==> src/rtl/mux_pkg.sv <==
// -----------------------------------------------------------------------------
// mux_pkg
// Shared definitions for the pipe_sel_mux select stage.
//   occ_state_e  : occupancy of the output register / skid buffer pair
//   min_sel_w()  : smallest select width able to address n inputs
// -----------------------------------------------------------------------------
package mux_pkg;

    // Occupancy of the stage:
    //   ST_EMPTY : output register empty, skid empty
    //   ST_ONE   : output register holds a word, skid empty
    //   ST_FULL  : output register and skid both hold a word
    typedef enum logic [1:0] {
        ST_EMPTY = 2'd0,
        ST_ONE   = 2'd1,
        ST_FULL  = 2'd2
    } occ_state_e;

    // Minimum select width that can encode n distinct inputs (never below 1).
    function automatic int min_sel_w(input int n);
        int w;
        if (n <= 2) begin
            w = 1;
        end else begin
            w = $clog2(n);
        end
        return w;
    endfunction

endpackage : mux_pkg

==> src/rtl/mux_sel.sv <==
// -----------------------------------------------------------------------------
// mux_sel
// Combinational N:1 word selector with an out-of-range flag.
//   in_data  in   NUM_IN*WIDTH  packed words, word i = in_data[i*WIDTH +: WIDTH]
//   sel      in   SEL_W         binary select code
//   word     out  WIDTH         selected word, all-zero for an illegal code
//   illegal  out  1             sel does not address any input (sel >= NUM_IN)
// -----------------------------------------------------------------------------
module mux_sel
    import mux_pkg::*;
#(
    parameter int WIDTH  = 32,
    parameter int NUM_IN = 4,
    parameter int SEL_W  = 3
) (
    input  logic [NUM_IN*WIDTH-1:0] in_data,
    input  logic [SEL_W-1:0]        sel,
    output logic [WIDTH-1:0]        word,
    output logic                    illegal
);

    // One-hot style scan: a code that matches no input leaves the zero word
    // and the illegal flag set, so illegal codes need no separate compare.
    always_comb begin
        word    = '0;
        illegal = 1'b1;
        for (int i = 0; i < NUM_IN; i++) begin
            word    = (sel == SEL_W'(i)) ? in_data[i*WIDTH +: WIDTH] : word;
            illegal = (sel == SEL_W'(i)) ? 1'b0 : illegal;
        end
    end

endmodule : mux_sel

==> src/rtl/pipe_sel_mux.sv <==
// -----------------------------------------------------------------------------
// pipe_sel_mux
// Registered N:1 select stage with a one-entry skid buffer, ready/valid on both
// sides, pipeline flush and sticky detection of illegal select codes.
//   clk        in   1             rising-edge clock
//   rst_n      in   1             synchronous active-low reset
//   in_data    in   NUM_IN*WIDTH  packed input words
//   sel        in   SEL_W         select code, sampled with the input beat
//   in_valid   in   1             input beat present
//   in_ready   out  1             stage can accept a beat (registered)
//   flush      in   1             squash every held beat
//   out_data   out  WIDTH         selected word (registered)
//   out_sel    out  SEL_W         select code that produced out_data
//   out_valid  out  1             out_data valid
//   out_ready  in   1             downstream accepts out_data
//   sel_err    out  1             sticky: an accepted beat carried an illegal sel
// -----------------------------------------------------------------------------
module pipe_sel_mux
    import mux_pkg::*;
#(
    parameter int WIDTH  = 32,
    parameter int NUM_IN = 4,
    parameter int SEL_W  = 3
) (
    input  logic                    clk,
    input  logic                    rst_n,
    input  logic [NUM_IN*WIDTH-1:0] in_data,
    input  logic [SEL_W-1:0]        sel,
    input  logic                    in_valid,
    output logic                    in_ready,
    input  logic                    flush,
    output logic [WIDTH-1:0]        out_data,
    output logic [SEL_W-1:0]        out_sel,
    output logic                    out_valid,
    input  logic                    out_ready,
    output logic                    sel_err
);

    // Reject parameter sets the select path cannot represent.
    if (NUM_IN < 2) begin : g_bad_num_in
        $error("pipe_sel_mux: NUM_IN must be at least 2");
    end
    if ((SEL_W < min_sel_w(NUM_IN)) || ((2 ** SEL_W) < NUM_IN)) begin : g_bad_sel_w
        $error("pipe_sel_mux: SEL_W too narrow for NUM_IN");
    end

    // Registered state
    occ_state_e         state_r;
    logic               out_valid_r;
    logic               in_ready_r;
    logic [WIDTH-1:0]   out_data_r;
    logic [SEL_W-1:0]   out_sel_r;
    logic [WIDTH-1:0]   skid_data_r;
    logic [SEL_W-1:0]   skid_sel_r;
    logic               sel_err_r;

    // Combinational control
    occ_state_e         next_state_s;
    logic               accept_s;
    logic               take_s;
    logic               load_out_in_s;
    logic               load_out_skid_s;
    logic               load_skid_s;
    logic               set_err_s;
    logic [WIDTH-1:0]   sel_word_s;
    logic               sel_illegal_s;

    mux_sel #(
        .WIDTH  (WIDTH),
        .NUM_IN (NUM_IN),
        .SEL_W  (SEL_W)
    ) u_mux_sel (
        .in_data (in_data),
        .sel     (sel),
        .word    (sel_word_s),
        .illegal (sel_illegal_s)
    );

    assign accept_s = in_valid & in_ready_r;
    assign take_s   = out_valid_r & out_ready;

    // Next-state and register-load decode for the occupancy FSM.
    always_comb begin
        next_state_s    = state_r;
        load_out_in_s   = 1'b0;
        load_out_skid_s = 1'b0;
        load_skid_s     = 1'b0;
        set_err_s       = 1'b0;

        case (state_r)
            ST_EMPTY: begin
                if (accept_s) begin
                    next_state_s  = ST_ONE;
                    load_out_in_s = 1'b1;
                end else begin
                    next_state_s  = ST_EMPTY;
                end
            end
            ST_ONE: begin
                if (accept_s && take_s) begin
                    next_state_s  = ST_ONE;
                    load_out_in_s = 1'b1;
                end else if (accept_s) begin
                    // Output is stalled: park the new word in the skid.
                    next_state_s  = ST_FULL;
                    load_skid_s   = 1'b1;
                end else if (take_s) begin
                    next_state_s  = ST_EMPTY;
                end else begin
                    next_state_s  = ST_ONE;
                end
            end
            ST_FULL: begin
                // in_ready is low here, so only the skid can move forward.
                if (take_s) begin
                    next_state_s    = ST_ONE;
                    load_out_skid_s = 1'b1;
                end else begin
                    next_state_s    = ST_FULL;
                end
            end
            default: begin
                next_state_s = ST_EMPTY;
            end
        endcase

        // Only beats that really enter the stage are checked for sel_err.
        set_err_s = accept_s & sel_illegal_s;

        // Flush squashes everything; a take in this cycle has already
        // completed from the downstream point of view. Data registers keep
        // their contents because out_valid alone qualifies them.
        if (flush) begin
            next_state_s    = ST_EMPTY;
            load_out_in_s   = 1'b0;
            load_out_skid_s = 1'b0;
            load_skid_s     = 1'b0;
            set_err_s       = 1'b0;
        end else begin
            next_state_s    = next_state_s;
        end
    end

    // State, handshake flags, data registers and sticky error.
    always_ff @(posedge clk) begin
        if (!rst_n) begin
            state_r     <= ST_EMPTY;
            out_valid_r <= 1'b0;
            in_ready_r  <= 1'b1;
            out_data_r  <= '0;
            out_sel_r   <= '0;
            skid_data_r <= '0;
            skid_sel_r  <= '0;
            sel_err_r   <= 1'b0;
        end else begin
            state_r     <= next_state_s;
            // Flags are registered from the next state so neither output
            // depends combinationally on out_ready.
            out_valid_r <= (next_state_s != ST_EMPTY);
            in_ready_r  <= (next_state_s != ST_FULL);

            if (load_out_in_s) begin
                out_data_r <= sel_word_s;
                out_sel_r  <= sel;
            end else if (load_out_skid_s) begin
                out_data_r <= skid_data_r;
                out_sel_r  <= skid_sel_r;
            end else begin
                out_data_r <= out_data_r;
                out_sel_r  <= out_sel_r;
            end

            if (load_skid_s) begin
                skid_data_r <= sel_word_s;
                skid_sel_r  <= sel;
            end else begin
                skid_data_r <= skid_data_r;
                skid_sel_r  <= skid_sel_r;
            end

            if (set_err_s) begin
                sel_err_r <= 1'b1;
            end else begin
                sel_err_r <= sel_err_r;
            end
        end
    end

    assign in_ready  = in_ready_r;
    assign out_valid = out_valid_r;
    assign out_data  = out_data_r;
    assign out_sel   = out_sel_r;
    assign sel_err   = sel_err_r;

endmodule : pipe_sel_mux

==> config.mk <==
export PLATFORM = sky130hd
export DESIGN_NAME = pipe_sel_mux
export DESIGN_NICKNAME = d
export VERILOG_FILES = /design/src/rtl/mux_pkg.sv /design/src/rtl/mux_sel.sv /design/src/rtl/pipe_sel_mux.sv
export SDC_FILE = /design/constraint.sdc
export NUM_CORES = 1
export LEC_CHECK = 0
export CAP_MARGIN = 10
export CORE_MARGIN = 1.5
export CORE_UTILIZATION = 41
export DETAILED_ROUTE_END_ITERATION = 12
export DONT_BUFFER_PORTS = 1
export MAX_ROUTING_LAYER = met4
export PLACE_DENSITY = 0.67
export SLEW_MARGIN = 20
export SYNTH_ARGS = -nofsm -noshare
export SYNTH_HDL_FRONTEND = slang
export SYNTH_SLANG_ARGS = --single-unit
==> constraint.sdc <==
create_clock -name clk -period 3.33 [get_ports clk]
set_input_delay 0.4995 -clock clk [delete_from_list [all_inputs] [get_ports clk]]
set_output_delay 0.4995 -clock clk [all_outputs]
set_load 0.005 [all_outputs]
Word level (Yosys, flattened, before mapping) --
Cells that the tools add are included.
Word-level totals: register bits after elaboration 75
Cells by class: muxes and demuxes 30, bitwise logic cells 3, equal/unequal tests 6, reductions and logical operators 5
Operator list (count):
- 32-bit two-way mux | 6
- 1-bit two-way mux | 16
- 2-bit two-way mux | 4
- 3-bit by 2-bit == test with 1-bit output, second input constant | 2
- 3-bit two-way mux | 2
- 2-bit one-hot mux with 3 select lines | 1
- 2-bit nonzero test | 2
- 1-bit AND | 3
- 3-bit by 1-bit == test with 1-bit output, second input constant | 1
- 3-bit logical NOT | 1
- 2-bit by 1-bit == test with 1-bit output, second input constant | 1
- 2-bit == test, second input constant | 1
- 2-bit logical NOT | 1
- 2-bit != test, second input constant | 1
- 1-bit one-hot mux with 2 select lines | 1
- 1-bit logical AND | 1

Longest topological paths before layout --
word-level depth 7, mapped depth 9

Hierarchy --
Synthesis repeated with hierarchy kept, for this count alone.
Unflattened totals: cell total of the unflattened synthesis 504, area total of the unflattened synthesis 4549.4 um^2
By module, submodules not included:
- pipe_sel_mux | times used 1, area each 3544.6 um^2, cells each 391
- mux_sel | times used 1, area each 1004.7 um^2, cells each 113

Least setup slack after synthesis --
OpenSTA, ideal clock, no wires.
path kind input to register, from input out_ready, to register out_data_r[10] (netlist: out_data[10]), required time 3208 ps, stages 8, arrival time 1808 ps, buffers on the path 1, setup slack 1401 ps, cell sequence nand2_1 -> inv_1 -> ha_1 -> nand2_2 -> a211oi_4 -> nor3_4 -> buf_6 -> a221o_1
On the way: cells in the longest elaborated chain, start to end 6, elaborated cells between the ends (all ways) 10, those cells by class mux: 7; bitwise: 1; reduce/logical: 2
Ends and longest elaborated chain:
- start: declaration | line pipe_sel_mux.sv:35 | input logic out_ready,
- 1-bit AND * | line pipe_sel_mux.sv:80 | assign take_s = out_valid_r & out_ready;
- 1-bit logical AND | line pipe_sel_mux.sv:100 | if (accept_s && take_s) begin
- 1-bit two-way mux | line pipe_sel_mux.sv:100
- 1-bit one-hot mux with 2 select lines | line pipe_sel_mux.sv:90 | case (state_r)
- 1-bit two-way mux | line pipe_sel_mux.sv:133 | if (flush) begin
- 32-bit two-way mux or 2-bit nonzero test (tied branches)
- end signal: assignment | line pipe_sel_mux.sv:163 | out_data_r <= sel_word_s;
- end signal: assignment | line pipe_sel_mux.sv:166 | out_data_r <= skid_data_r;
- end signal: assignment | line pipe_sel_mux.sv:169 | out_data_r <= out_data_r;
- end: declaration | line pipe_sel_mux.sv:51 | logic [WIDTH-1:0] out_data_r;
Every way passes the cells marked *; elsewhere a longest branch is shown, timed or not. A chain may end at the register's enable or synchronous reset.

Worst setup path after layout --
from register out_valid_r (netlist: out_valid), to register out_data_r[13] (netlist: out_data[13])
On the way: cells in the longest elaborated chain, start to end 6, elaborated cells between the ends (all ways) 10, those cells by class mux: 7; bitwise: 1; reduce/logical: 2
Ends and longest elaborated chain:
- start: declaration | line pipe_sel_mux.sv:49 | logic out_valid_r;
- start signal: assignment | line pipe_sel_mux.sv:159 | out_valid_r <= (next_state_s != ST_EMPTY);
- 1-bit AND * | line pipe_sel_mux.sv:80
- 1-bit logical AND | line pipe_sel_mux.sv:100
- 1-bit two-way mux | line pipe_sel_mux.sv:100
- 1-bit one-hot mux with 2 select lines | line pipe_sel_mux.sv:90
- 1-bit two-way mux | line pipe_sel_mux.sv:133
- 32-bit two-way mux or 2-bit nonzero test (tied branches)
Marked as above.

==> impl_results.md <==
* Status: complete, no violations
* Die Ht at 100.1 um
* Area post-placement at 0.003855 mm2
* Worst hold slack at 277.6 ps
* Top cell family by delay on the critical path: simple AND/OR/NAND/NOR gates
* Die Area at 0.01002 mm2
* Share of cells above drive strength 1 at 8.479%
* Sequential area share after synthesis at 38.83%
* Initial Util at 42.04%
* Fillcell total at 893
* Unrepaired setup endpoints after global routing: false
* Pwr dens at 461.4 mW/mm2
* Worst Skew at 10.77 ps
* Clock transition at path regs at 80 ps
* Crit-path cells: nand2_1, nor4b_4, and2_1, buf_12, a221o_1
* CTS H-tree lvls at 3
* Dominant cell type by area after synthesis: dfxtp_1
* Placed wire-length estimate at 6700 um
* Slowest CP cell: nor4b_4
* Aggregate routed wire length at 9909 um
* IO Pins at 174
* Fin. Hold Viols at 0
* Crit Path Max Fanout at 19
* Hold Crit Class: input port to flip-flop
* Die X at 100.1 um
* Fmax at 471.4 MHz
* Yosys warnings at 0
* Critical Path Source Type: flip-flop
* Setup tns final at 0 ps
* Peak supply drop at 0.0002114 V
* Mapped Nets at 555
* Met1 wire length at 4106 um
* DRC Markers at 0
* Number of enable flip-flop cells after synthesis at 0
* Grt total ovfl at 0
* DR WL met2 at 5008 um
* Crit path capture type: flip-flop
* Row cnt at 35
* Ys async rst share at 0%
* Cells after synthesis at 417
* Top FF cell, synth: dfxtp_1
* Number of synthesized register bits at 75
* Met3 WL at 709 um
* Diode count at 0
* Initial antenna violation count at 0
* Total Power at 1.879 mW
* Top routing layer used: met4
* Setup Buffers After CTS at 0
* Tmin final at 2121 ps
* PortBufs at 0
* CP max stage delay at 580 ps
* Slew at the pin with the worst max-slew slack at 915.5 ps
* Vias per cell at 6.082
* Drt pass-1 iters at 4
* Synth Cell Area at 0.003866 mm2
* Sink Count at 75
* Clock buffer count from CTS at 9
* Routed len/inst at 19.35 um
* Pin count of the biggest net entering global routing at 63
* Slew Limit Fails at 0
* Max_cap viols at 0
* Avg Synthesized Cell Area at 9.271 um2
* Max clock buf depth at 2
* CTS Root Cell: clkbuf_8
* Top cell type's share of synthesized area at 38.83%
* Worst rel slew slack at 38.97%
* Clk_lat worst skew at 340 ps
* Number of global-route vias before repair at 2933
* Final nets at 534
* Cts hold-fix bufs at 0
* Antenna-violating nets left at 0
* Critical Path AT at 2400 ps
* Tot GR Track Use at 20.31%
* P_leak at 1.630 nW
* First-iteration detailed-routing DRC count at 118
* Worst path buffer plus inverter count at 1
* Worst path required time at 3610 ps
* RD Place Congestion at 0.8425
* Area of the multi-input gates at 0.002135 mm2
* Core Region at 0.009196 mm2
* Vias at 3114
* CTS resizes at 0
* Synth unique cells at 34
* Largest cells by area after synthesis: dfxtp_1 39%, mux2i_1 14%, a221o_1 8.0%
* Final instance area at 0.004073 mm2
* Reg area at 0.001501 mm2
* First-pass GRT wire length at 15140 um
* Setup CP Type: flip-flop to flip-flop
* TritonCTS clock tree: done
* Part of the cycle the worst path needs at 63.70%
* Finish-stage setup viols at 0
* Area grow syn2layout at 5.340%
## layout make-up
cell class	count	share of cell area, %
clock buffers	10	3.134
inverters	4	0.3687
clock inverters	6	2.212
well taps	111	3.410
repair buffers	7	1.598
multi-input cells	299	52.41
flip-flops and latches	75	36.87
## layer usage
layer / vias up / track usage, %
met2: 109 / 33.23
met3: 4 / 5.641
met5: - / -
met1: 1500 / 23.69
li1: 1501 / -
met4: 0 / 8.017
## placed cells by master (no fill, tap or decap)
| cell | Yosys | final |
|---|---|---|
| dfxtp_1 | 75 | 75 |
| nand2_1 | 64 | 64 |
| mux2i_1 | 56 | 56 |
| a21oi_1 | 32 | 32 |
| a221o_1 | 31 | 31 |
| o22ai_1 | 28 | 28 |
| and3_1 | 27 | 27 |
| o21ai_0 | 12 | 12 |
| clkbuf_8 | 0 | 9 |
| nand2b_1 | 7 | 7 |
| buf_4 | 1 | 6 |
| nor2_1 | 6 | 5 |
| and2_1 | 4 | 5 |
| inv_1 | 4 | 4 |
| mux4_2 | 4 | 4 |
| nor3b_1 | 4 | 4 |
| o21a_1 | 4 | 4 |
| clkinvlp_4 | 0 | 4 |
| a22o_1 | 3 | 3 |
| nand3b_1 | 2 | 2 |
| ha_1 | 2 | 2 |
| bufinv_16 | 0 | 2 |
| or2_2 | 0 | 1 |
| nor2_2 | 0 | 1 |
| or2_1 | 2 | 1 |
| nand3_1 | 1 | 1 |
| a31oi_1 | 1 | 1 |
| nand2_2 | 1 | 1 |
| nand3b_4 | 1 | 1 |
| a211oi_4 | 1 | 1 |
| nor4b_4 | 1 | 1 |
| nor3_4 | 1 | 1 |
| a2111o_1 | 1 | 1 |
| mux2_2 | 1 | 1 |
| o211a_1 | 1 | 1 |
| clkbuf_1 | 14 | 1 |
| buf_12 | 0 | 1 |
## power by group
part	total, mW	switching [mW]	leakage [nW]	internal [mW]
Clock	0.763	0.341	0.0947	0.422
Sequential	0.937	0.0193	0.607	0.918
Combinational	0.179	0.0909	0.928	0.0883
Total	1.88	0.451	1.63	1.43
## cells in the mapped netlist (6+ instances only)
| master | count |
|---|---|
| a221o_1 | 31 |
| nand2b_1 | 7 |
| buf_2 | 18 |
| a21oi_1 | 32 |
| o22ai_1 | 28 |
| and3_1 | 27 |
| nor2_1 | 6 |
| dfxtp_1 | 75 |
| buf_6 | 6 |
| o21ai_0 | 12 |
| mux2i_1 | 56 |
| nand2_1 | 64 |
| clkbuf_1 | 14 |
## path summary, 6_finish.rpt
check	from	to	slack [ps]	depth (start not counted)
worst max-delay path	out_valid	out_data[13]	1210	5
worst min-delay path	flush	in_ready	280	1
worst max register to register	out_valid	out_data[13]	1210	5
worst min register to register	skid_data_r[26]	skid_data_r[26]	460	2
## state kept, by name (all words and copies together) (netlist names)
signal	flops
in_ready	1
out_valid	1
out_data	32
out_sel	3
sel_err	1
skid_sel_r	3
skid_data_r	32
state_r	2
## worst register-to-register path, delay by kind of cell, from the launching register on
| kind | cells | cell delay [ps] |
|---|---|---|
| simple gates | 3 | 1290 |
| flops | 1 | 380 |
| buf+inv | 1 | 230 |
| compound gates | 1 | 160 |
## metrics by stage
| stage | cells | utilization [%] | worst slack, ps |
|---|---|---|---|
| 6_report | 512 | 44.29 | 1209 |
| 5_1_grt | 512 | 44.29 | 1008 |
| 4_1_cts | 512 | 44.29 | 1168 |
| 3_5_place_dp | 496 | 41.92 | 1057 |
| 3_3_place_gp | 496 | 41.92 | 1090 |
| 2_1_floorplan | 417 | - | 1401 |
## cells by family (layout without fill, tap and decap cells)
kind of cell / Yosys count / in the layout / share of synthesized area [%]
AO/OA/AOI/OAI: 114 / 114 / 20.94
adder cells (fa/ha/maj): 2 / 2 / 0.6471
buffers and inverters: 43 / 27 / 6.019
flip-flops: 75 / 75 / 38.83
multiplexers: 61 / 61 / 17.12
AND/OR/NAND/NOR: 122 / 122 / 16.44
No activity file was read; power rests on OpenSTA's default activity.
